## src/rtl/gorkans_input_pkg.sv

```systemverilog
// Shared constants and types for the gorkans_input keyboard/joystick front end.
package gorkans_input_pkg;

  typedef enum logic [1:0] {
    StIdle,
    StPulse,
    StGap
  } coin_state_e;

  typedef struct packed {
    logic up;
    logic down;
    logic left;
    logic right;
    logic space;
    logic ctrl;
    logic f1;
    logic f2;
  } key_state_t;

  // PS/2 prefix bytes
  localparam logic [7:0] ScBreak  = 8'hF0;
  localparam logic [7:0] ScExtend = 8'hE0;

  // Arrow scan codes; the extended flag is not compared for these
  localparam logic [7:0] ScUp    = 8'h75;
  localparam logic [7:0] ScDown  = 8'h72;
  localparam logic [7:0] ScLeft  = 8'h6B;
  localparam logic [7:0] ScRight = 8'h74;

  // Full 9-bit key identities {extended, scan code}
  localparam logic [8:0] KeySpace = 9'h029;
  localparam logic [8:0] KeyCtrl  = 9'h014;
  localparam logic [8:0] KeyF1    = 9'h005;
  localparam logic [8:0] KeyF2    = 9'h006;

  // Joystick bit positions
  localparam int unsigned JoyRight  = 0;
  localparam int unsigned JoyLeft   = 1;
  localparam int unsigned JoyDown   = 2;
  localparam int unsigned JoyUp     = 3;
  localparam int unsigned JoyFire   = 4;
  localparam int unsigned JoyStart1 = 5;
  localparam int unsigned JoyStart2 = 6;

  // Core port bit positions (active low)
  localparam int unsigned In0Up     = 0;
  localparam int unsigned In0Left   = 1;
  localparam int unsigned In0Right  = 2;
  localparam int unsigned In0Down   = 3;
  localparam int unsigned In0Coin   = 5;
  localparam int unsigned In1Fire   = 4;
  localparam int unsigned In1Start1 = 5;
  localparam int unsigned In1Start2 = 6;

endpackage

```

## src/rtl/gorkans_input_coin_pulse_fsm.sv

```systemverilog
// Turns start-button requests into timed coin pulses counted in frame ticks,
// with one queued credit allowed while a pulse or its gap is in progress.
module coin_pulse_fsm
  import gorkans_input_pkg::*;
#(
  parameter int unsigned COIN_FRAMES = 4,
  parameter int unsigned COIN_GAP    = 8
) (
  input  logic clk_sys,
  input  logic reset_n,
  input  logic req,
  input  logic tick,
  output logic coin
);

  localparam logic [7:0] FramesLoad = 8'(COIN_FRAMES);
  localparam logic [7:0] GapLoad    = 8'(COIN_GAP);

  coin_state_e state_q, state_d;
  logic [7:0]  cnt_q, cnt_d;
  logic        pending_q, pending_d;

  always_comb begin
    state_d   = state_q;
    cnt_d     = cnt_q;
    pending_d = pending_q;
    coin      = 1'b0;
    case (state_q)
      StIdle: begin
        // Ticks arriving on the start cycle are deliberately not counted
        if (req || pending_q) begin
          state_d   = StPulse;
          cnt_d     = FramesLoad;
          pending_d = 1'b0;
        end
      end
      StPulse: begin
        coin = 1'b1;
        if (req) pending_d = 1'b1;
        if (tick) begin
          if (cnt_q == 8'd1) begin
            state_d = StGap;
            cnt_d   = GapLoad;
          end else begin
            cnt_d = cnt_q - 8'd1;
          end
        end
      end
      StGap: begin
        if (tick && (cnt_q == 8'd1)) begin
          // A request landing on the exit tick still earns the next pulse
          if (pending_q || req) begin
            state_d   = StPulse;
            cnt_d     = FramesLoad;
            pending_d = 1'b0;
          end else begin
            state_d = StIdle;
            cnt_d   = 8'd0;
          end
        end else begin
          if (tick) cnt_d = cnt_q - 8'd1;
          if (req) pending_d = 1'b1;
        end
      end
      default: state_d = StIdle;
    endcase
  end

  always_ff @(posedge clk_sys or negedge reset_n) begin
    if (!reset_n) begin
      state_q   <= StIdle;
      cnt_q     <= 8'd0;
      pending_q <= 1'b0;
    end else begin
      state_q   <= state_d;
      cnt_q     <= cnt_d;
      pending_q <= pending_d;
    end
  end

endmodule

```

## src/rtl/gorkans_input.sv

```systemverilog
// Keyboard/joystick front end: decodes PS/2 events into key state, merges pads,
// applies cabinet rotation and drives the active-low core ports with a coin pulse.
module gorkans_input
  import gorkans_input_pkg::*;
#(
  parameter int unsigned COIN_FRAMES = 4,
  parameter int unsigned COIN_GAP    = 8
) (
  input  logic        clk_sys,
  input  logic        reset_n,
  input  logic [64:0] ps2_key,
  input  logic [15:0] joystick_0,
  input  logic [15:0] joystick_1,
  input  logic        rotate,
  input  logic        vblank,
  output logic [7:0]  in0,
  output logic [7:0]  in1
);

  logic       tog_q, tog_d;
  logic       armed_q, armed_d;
  logic       vblank_q, vblank_d;
  logic       start_q, start_d;
  key_state_t keys_q, keys_d;
  logic [7:0] in0_q, in0_d;
  logic [7:0] in1_q, in1_d;

  logic       key_event, pressed, extended;
  logic [8:0] key_id;
  logic [6:0] joy;
  logic       fire, start1, start2;
  logic       dir_up, dir_down, dir_left, dir_right;
  logic       req, tick, coin;
  logic       unused_joy;

  assign unused_joy = ^{joystick_0[15:7], joystick_1[15:7]};

  // armed_q masks the first cycle after reset, when tog_q is not yet valid
  always_comb begin
    key_event = armed_q && (ps2_key[64] != tog_q) && (ps2_key[63:24] == 40'd0);
    pressed   = (ps2_key[15:8] != ScBreak);
    extended  = pressed ? (ps2_key[15:8] == ScExtend) : (ps2_key[23:16] == ScExtend);
    key_id    = {extended, ps2_key[7:0]};
    keys_d    = keys_q;
    if (key_event) begin
      case (ps2_key[7:0])
        ScUp:    keys_d.up    = pressed;
        ScDown:  keys_d.down  = pressed;
        ScLeft:  keys_d.left  = pressed;
        ScRight: keys_d.right = pressed;
        default: ;
      endcase
      case (key_id)
        KeySpace: keys_d.space = pressed;
        KeyCtrl:  keys_d.ctrl  = pressed;
        KeyF1:    keys_d.f1    = pressed;
        KeyF2:    keys_d.f2    = pressed;
        default:  ;
      endcase
    end
  end

  // Outputs are built from next-state key values so they land one cycle after the event
  always_comb begin
    joy    = joystick_0[6:0] | joystick_1[6:0];
    fire   = keys_d.space | keys_d.ctrl | joy[JoyFire];
    start1 = keys_d.f1 | joy[JoyStart1];
    start2 = keys_d.f2 | joy[JoyStart2];
    if (rotate) begin
      dir_up    = keys_d.left  | joy[JoyLeft];
      dir_down  = keys_d.right | joy[JoyRight];
      dir_left  = keys_d.down  | joy[JoyDown];
      dir_right = keys_d.up    | joy[JoyUp];
    end else begin
      dir_up    = keys_d.up    | joy[JoyUp];
      dir_down  = keys_d.down  | joy[JoyDown];
      dir_left  = keys_d.left  | joy[JoyLeft];
      dir_right = keys_d.right | joy[JoyRight];
    end

    start_d  = start1 | start2;
    req      = start_d & ~start_q;
    vblank_d = vblank;
    tick     = vblank & ~vblank_q;
    tog_d    = ps2_key[64];
    armed_d  = 1'b1;

    in0_d          = 8'hFF;
    in0_d[In0Up]    = ~dir_up;
    in0_d[In0Left]  = ~dir_left;
    in0_d[In0Right] = ~dir_right;
    in0_d[In0Down]  = ~dir_down;
    in0_d[In0Coin]  = ~coin;

    in1_d            = 8'hFF;
    in1_d[In1Fire]   = ~fire;
    in1_d[In1Start1] = ~start1;
    in1_d[In1Start2] = ~start2;
  end

  coin_pulse_fsm #(
    .COIN_FRAMES(COIN_FRAMES),
    .COIN_GAP   (COIN_GAP)
  ) u_coin (
    .clk_sys(clk_sys),
    .reset_n(reset_n),
    .req    (req),
    .tick   (tick),
    .coin   (coin)
  );

  always_ff @(posedge clk_sys or negedge reset_n) begin
    if (!reset_n) begin
      tog_q    <= 1'b0;
      armed_q  <= 1'b0;
      vblank_q <= 1'b0;
      start_q  <= 1'b0;
      keys_q   <= '0;
      in0_q    <= 8'hFF;
      in1_q    <= 8'hFF;
    end else begin
      tog_q    <= tog_d;
      armed_q  <= armed_d;
      vblank_q <= vblank_d;
      start_q  <= start_d;
      keys_q   <= keys_d;
      in0_q    <= in0_d;
      in1_q    <= in1_d;
    end
  end

  assign in0 = in0_q;
  assign in1 = in1_q;

endmodule

```

## config.mk

```make
export PLATFORM = sky130hd
export DESIGN_NAME = gorkans_input
export DESIGN_NICKNAME = d
export VERILOG_FILES = /design/src/rtl/gorkans_input_pkg.sv /design/src/rtl/gorkans_input_coin_pulse_fsm.sv /design/src/rtl/gorkans_input.sv
export SDC_FILE = /design/constraint.sdc
export NUM_CORES = 1
export LEC_CHECK = 0
export CAP_MARGIN = 5
export CORE_UTILIZATION = 38
export DETAILED_ROUTE_END_ITERATION = 12
export PLACE_DENSITY = 0.88
export SLEW_MARGIN = 5
export SYNTH_ARGS = -nofsm -noshare
export SYNTH_HDL_FRONTEND = slang
export SYNTH_SLANG_ARGS = --single-unit
```

## constraint.sdc

```tcl
create_clock -name clk_sys -period 3.05 [get_ports clk_sys]
set_input_delay 0.915 -clock clk_sys [delete_from_list [all_inputs] [get_ports clk_sys]]
set_output_delay 0.915 -clock clk_sys [all_outputs]
set_load 0.005 [all_outputs]
```

# [Word-level counts from Yosys, hierarchy flattened]
# Index checks and enable logic that the tools add are counted.
# W data, S select, Z words.
[word_totals] register_bits=31 latchBits=0 ram_bits=0 romBits=0 inputBits=101 out_inout_bits=16 word_cells=101 mem_count=0
[op_classes] n_addsub=1 mul=0 div_mod_pow=0 order_cmp=0 n_eq_ne=20 shift=0 mux=32 n_bitwise=22 reduce_logical=9
[op_table] cell="$mux W8" count=6
[op_table] cell="$logic_not A40 Y1" count=1
[op_table] cell="$eq A8 B7 Y1 const B" count=4
[op_table] cell="$pmux W8 S3" count=1
[op_table] cell="$eq A9 B3 Y1 const B" count=2
[op_table] cell="$mux W1" count=18
[op_table] cell="$eq A8 B8 Y1 const B" count=2
[op_table] cell="$not A1 Y1" count=10
[op_table] cell="$eq A9 B5 Y1 const B" count=1
[op_table] cell="$eq A9 B6 Y1 const B" count=1
[op_table] cell="$or A1 B1 Y1" count=9
[op_table] cell="$eq A8 B1 Y1 const B" count=1
[op_table] cell="$mux W2" count=4
[op_table] cell="$ne A2 B1 Y1 const B" count=4
[op_table] cell="$ne A8 B8 Y1 const B" count=1
[op_table] cell="$reduce_and A4 Y1" count=2
[op_table] cell="$sub A8 B1 Y8 const B" count=1
[op_table] cell="$or A7 B7 Y7" count=1
[op_table] cell="$pmux W2 S3" count=1
[op_table] cell="$logic_and A1 B1 Y1" count=3
[op_table] cell="$mux W3" count=1
[op_table] cell="$ne A3 B1 Y1 const B" count=1
[op_table] cell="$pmux W1 S3" count=1
[op_table] cell="$reduce_bool A3 Y1" count=1
[op_table] cell="6 further kinds" count=7

# [Depth between registers and ports, before layout]
[depth] depth_word=12 ltp_mapped=10 ltp_nobuf=9

# [Modules after synthesis]
# Synthesis repeated with hierarchy kept, for this count alone.
[unflattened] hier_cells=195 area_unflattened_um2=2035.7
[modules_own_cells] mod="gorkans_input" instances=1 cells_per_inst=106 area_per_inst_um2=1209.9 seq_area_each_um2=510.5
[modules_own_cells] mod="coin_pulse_fsm" instances=1 cells_per_inst=89 area_per_inst_um2=825.8 seq_area_each_um2=275.3

# [Worst setup path after synthesis]
# OpenSTA, ideal clock, no wires.
[synth_path] path_type="input-to-reg" start="input ps2_key[16]" end="register u_coin.cnt_q[6]" setup_time_ns=0.104 t_arrival_ns=2.953 required_ns=2.946 path_slack_ns=-0.007 path_stages=8 n_path_buf=0 cell_sequence="or4_1 o21ai_0 nand2_1 nand4_2 mux2_4 o31a_1 or2_4 o41ai_2"
[synth_between] elab_chain_cells=11 elab_cells_between_ends=14 classes_between="eq/ne (4); mux (4); bitwise (4); reduce/logical (2)"
[synth_rtl] element="start, declared" line="gorkans_input.sv:11" source="input logic [64:0] ps2_key,"
[synth_rtl] element="$eq A8 B8 Y1 *" line="gorkans_input.sv:42" source="extended = pressed ? (ps2_key[15:8] == ScExtend) : (ps2_key[23:16] == ScExtend);"
[synth_rtl] element="$mux W1 *" line="gorkans_input.sv:42"
[synth_rtl] element="$eq A9 B3 Y1" line="gorkans_input.sv:53" source="case (key_id)"
[synth_rtl] element="$mux W1" line="gorkans_input.sv:53"
[synth_rtl] element="$mux W8 *" line="gorkans_input.sv:45" source="if (key_event) begin"
[synth_rtl] element="$or A1 B1 Y1 (on tied branches)" line="gorkans_input.sv:67, gorkans_input.sv:68"
[synth_rtl] element="$or A1 B1 Y1 *" line="gorkans_input.sv:81" source="start_d = start1 | start2;"
[synth_rtl] element="$and A1 B1 Y1 *" line="gorkans_input.sv:82" source="req = start_d & ~start_q;"
[synth_rtl] element="$logic_or A1 B1 Y1 *" line="gorkans_input_coin_pulse_fsm.sv:31" source="if (req || pending_q) begin"
[synth_rtl] element="$ne A2 B1 Y1 (no line) *"
[synth_rtl] element="$reduce_and A4 Y1 (no line) *"
[synth_rtl] element="end signal, assigned" line="gorkans_input_coin_pulse_fsm.sv:76" source="cnt_q <= cnt_d;"
[synth_rtl] element="end, declared" line="gorkans_input_coin_pulse_fsm.sv:20" source="logic [7:0] cnt_q, cnt_d;"
# Every way passes the cells marked *; elsewhere a longest branch is shown, timed or not.
# A chain may end at the register's enable or synchronous reset.

# [Final worst setup path]
[layout_path] start="input ps2_key[11]" end="register u_coin.state_q[0]"
[layout_between] elab_chain_cells=12 elab_cells_between_ends=18 classes_between="eq/ne (5); mux (7); bitwise (4); reduce/logical (2)"
[layout_rtl] element="$eq A8 B8 Y1 or $ne A8 B8 Y1 (tied branches)" line="gorkans_input.sv:42, gorkans_input.sv:41"
[layout_rtl] element="$mux W1" line="gorkans_input.sv:42"
[layout_rtl] element="$eq A9 B3 Y1" line="gorkans_input.sv:53"
[layout_rtl] element="$mux W1" line="gorkans_input.sv:53"
[layout_rtl] element="$mux W8 *" line="gorkans_input.sv:45"
[layout_rtl] element="$or A1 B1 Y1 (on tied branches)" line="gorkans_input.sv:67, gorkans_input.sv:68"
[layout_rtl] element="$or A1 B1 Y1 *" line="gorkans_input.sv:81"
[layout_rtl] element="$and A1 B1 Y1 *" line="gorkans_input.sv:82"
[layout_rtl] element="$logic_or A1 B1 Y1 *" line="gorkans_input_coin_pulse_fsm.sv:31, gorkans_input_coin_pulse_fsm.sv:52"
[layout_rtl] element="$mux W1" line="gorkans_input_coin_pulse_fsm.sv:52" source="if (pending_q || req) begin"
[layout_rtl] element="$mux W2" line="gorkans_input_coin_pulse_fsm.sv:50" source="if (tick && (cnt_q == 8'd1)) begin"
[layout_rtl] element="$pmux W2 S3" line="gorkans_input_coin_pulse_fsm.sv:28" source="case (state_q)"
[layout_rtl] element="end signal, assigned" line="gorkans_input_coin_pulse_fsm.sv:71" source="state_q <= StIdle;"
[layout_rtl] element="end signal, assigned" line="gorkans_input_coin_pulse_fsm.sv:75" source="state_q <= state_d;"
[layout_rtl] element="end, declared" line="gorkans_input_coin_pulse_fsm.sv:19" source="coin_state_e state_q, state_d;"
# Every way passes the cells marked *; elsewhere a longest branch is shown, timed or not. The select of a mux whose other input is x is not followed.

==> key figures <==
Worst setup path
  – Startpoint Class: input pin
  – CP bufs+invs: 4
  – Critical Path, Cell by Cell: clkdlybuf4s50_1 > nand2b_1 > or4_4 > buf_4 > nor3_1 > mux2_4 > buf_4 > a21oi_1 > buf_4 > o2111ai_1 > o211ai_1
  – Crit path largest cell delay: 0.44 ns
  – CP most frequent cell: buf_4
  – Arr. time, crit path: 3.28 ns
  – Peak fanout along the critical path: 5
  – R2R Path Start: tog_q
  – Kind of critical path: in2reg
  – CP Capture Type: flop
  – Critical Path Start: ps2_key[11]
  – Critical Path RT: 3.22 ns
  – Slowest-stage cell, CP: or4_4
  – Top cell family by delay on the critical path: buffers and inverters

Synthesis
  – Mean post-synth cell area: 9.49 um^2
  – #FFs+latches synth: 31
  – Mapped Cells: 205
  – Synth top cells by count: dfrtp_1, nand2_1, nor4_1, o21ai_0
  – Post-synth top area cell: dfrtp_1
  – Post-Synth XOR/XNOR Area: 0.450%
  – Largest family of logic cells by synthesized area: simple AND/OR/NAND/NOR gates
  – Synth async-reset ratio: 100%
  – Seq/Total Area, Yosys: 40.4%
  – Most instantiated library cell after synthesis: dfrtp_1
  – Compound-gate portion of the synthesized area: 13.4%
  – Post-synth EDFFs: 0
  – Post-Synth Simple-Gate Area: 28.7%
  – Synth Area in Adders: 3.86%
  – Largest cells by area after synthesis: dfrtp_1, dfstp_2, nor4_1, mux2_2, ha_1
  – Synth unique cells: 50
  – Mux cell area share after synthesis: 7.40%
  – Post-synth top area share: 29.6%
  – Main synth FF type: dfrtp_1
  – Ys Warns: 0
  – Synthesized cell area: 0.00195 mm^2

STA
  – Unrepaired setup endpoints after global routing: true
  – Fin worst setup slack: -0.0678 ns
  – Worst hold slack: 0.501 ns
  – Hold Vio Cnt, Final: 0
  – Max Slew Vio Count: 0
  – Final setup fails: 1
  – Clock Skew: 0.00587 ns
  – Fmax: 0.321 GHz
  – Actual slew at the worst max-slew pin: 0.665 ns
  – Max-slew headroom: 55.3%
  – Final Cycle Share: 102%
  – Fin Setup TNS: -0.0678 ns
  – Final min period: 3.12 ns

Route
  – DR vias: 2184
  – Initial drt markers: 115
  – Pre-antenna DRT Iters: 5
  – Number of remaining DRC errors: 0
  – Routed WL per cell: 17.0 um
  – Vias per cell: 5.47
  – Routed Antenna Nets: 0
  – Total Wirelength: 6.79 mm

CTS
  – H-Tree Level Count: 2
  – Root Buffer: clkbuf_8
  – CTS Buffer Depth: 2
  – Num CTS Buffers: 5
  – Clock sinks: 31
  – Clock transition at path regs: 0.07 ns
  – CTS hold repair buffers: 0
  – TritonCTS clock tree: done
  – Worst-skew pair later-pin latency: 0.29 ns

Final layout
  – Filler Cells Inserted: 341
  – Fin area: 0.00336 mm^2
  – Antenna cells: 0
  – Area delta synth->final: 72.7%
  – # nets final: 438
  – Final Instance Count excl. Fillers: 399
  – Layout cell share with drive strength beyond 1: 30.4%

Die
  – Row cnt: 25
  – Chip height: 73.6 um
  – Core area: 0.00482 mm^2
  – Io pins: 117
  – Die Wd: 73.6 um
  – Die ar.: 0.00541 mm^2
  – Starting Density: 40.4%

GRT
  – Initial antenna violation count: 0
  – Largest net degree at the start of global routing: 32
  – Vias in the first global route: 2279
  – Tot GR Track Use: 24.3%
  – Gr ovfl total: 0
  – First-pass GRT wire length: 9.89 mm

Run status
  – Failing checks: negative setup slack
  – Status: finished, violations left

Min path
  – Hold_sp: keys_q[2]
  – Hold crit path type: reg2reg

Power
  – VDD IR max: 0.378 mV
  – P_leak: 1.53 nW
  – PD cells: 514 mW/mm^2

Placement
  – Hpwl dp: 4.55 mm
  – Placed insts: 388
  – IO Port Bufs: 90
  – Area after DPL: 0.00310 mm^2
  – GPL Wtd Cong: 0.871

Flow run
  – MaxCap Viol Count: 0
-- stage by stage --
stage / total power [mW] / setup WS (ns) / util, %
after floorplan: 0.992 / 0.00672 / -
after global placement: 1.24 / -0.489 / 64.4
after detailed placement: 1.27 / -0.597 / 64.4
after CTS: 1.67 / 0.0144 / 67.8
after global routing: 1.85 / -0.106 / 69.7
final: 1.73 / -0.0678 / 69.7
-- routing by layer --
metal	vias to the layer above	routed length, um	share of wire, %	GRT usage (%)
met5	-	0	0	0
met4	0	195	2.9	8.33
met3	23	395	5.8	6.04
met2	98	3840	57	48.2
met1	1057	2360	35	24.1
li1	1006	-	-	-
-- report_power, final --
group          leakage, nW  internal, mW  total [mW]  switching [mW]
Clock               0.0402         0.158       0.324           0.166
Sequential           0.386         0.486       0.556          0.0698
Combinational         1.11         0.380       0.845           0.465
-- cell usage in the layout, fill, tap and decap left out, types with 3 or more instances in the layout --
cell type | synthesis | final
clkdlybuf4s50_1 | 0 | 38
buf_4 | 8 | 29
dfrtp_1 | 23 | 23
dlygate4sd2_1 | 0 | 16
nand2_1 | 16 | 15
clkdlybuf4s15_1 | 0 | 13
clkbuf_2 | 0 | 13
inv_1 | 11 | 11
a21oi_1 | 11 | 11
nor2_1 | 11 | 10
dlymetal6s2s_1 | 0 | 10
o21ai_0 | 13 | 9
conb_1 | 1 | 9
dfstp_2 | 8 | 8
nor4_2 | 2 | 7
nand4_1 | 7 | 7
nor4_1 | 13 | 6
mux2_2 | 7 | 6
ha_1 | 6 | 6
nor3_1 | 6 | 5
nand3_1 | 5 | 5
mux2i_1 | 5 | 5
clkbuf_8 | 0 | 5
nand2b_1 | 4 | 4
nor2b_1 | 4 | 4
nor4b_1 | 5 | 3
or3_4 | 0 | 3
-- what timing repair did --
action / in CTS / in global routing
gates cloned: 1 / 0
buffers inserted: 1 / 1
pin swaps: 24 / 15
gates resized for setup: 66 / 65
endpoints found under the setup margin: 16 / 13
-- path summary, 6_finish.rpt --
kind | endpoint | slack, ns | cells past startpoint
max | u_coin.state_q[0] | -0.07 | 11
max reg2reg | u_coin.cnt_q[6] | 0.59 | 8
min | keys_q[2] | 0.50 | 1
min reg2reg | keys_q[2] | 0.50 | 1
max in group asynchronous | in0[0] | 1.71 | 2
min in group asynchronous | keys_q[3] | 1.02 | 2
-- flip-flops by register name (all words and copies together), names as in the netlist --
name / flops
keys_q: 8
tog_q: 1
u_coin.cnt_q: 8
armed_q: 1
in0: 5
u_coin.state_q: 2
vblank_q: 1
in1: 3
start_q: 1
u_coin.pending_q: 1
-- final cells by class --
type	count	area, um^2	share of cell area, %
clock buffer	5	68.8	2.05
clock inverter	3	20.0	0.596
inverter	11	41.3	1.23
multi-input combinational	161	1280	38.2
sequential	31	786	23.4
tap	67	83.8	2.50
timing repair buffer	121	1080	32.1
-- cell families (layout without fill, tap and decap cells) --
logic type	count (synthesis)	after routing
flops	31	31
mux	13	13
buf+inv	21	140
fa+ha+maj	6	6
simple gates	92	92
compound gates	40	40
xor+xnor	1	1
other cells	1	9
Note: power is estimated with default switching activity, not from simulation.
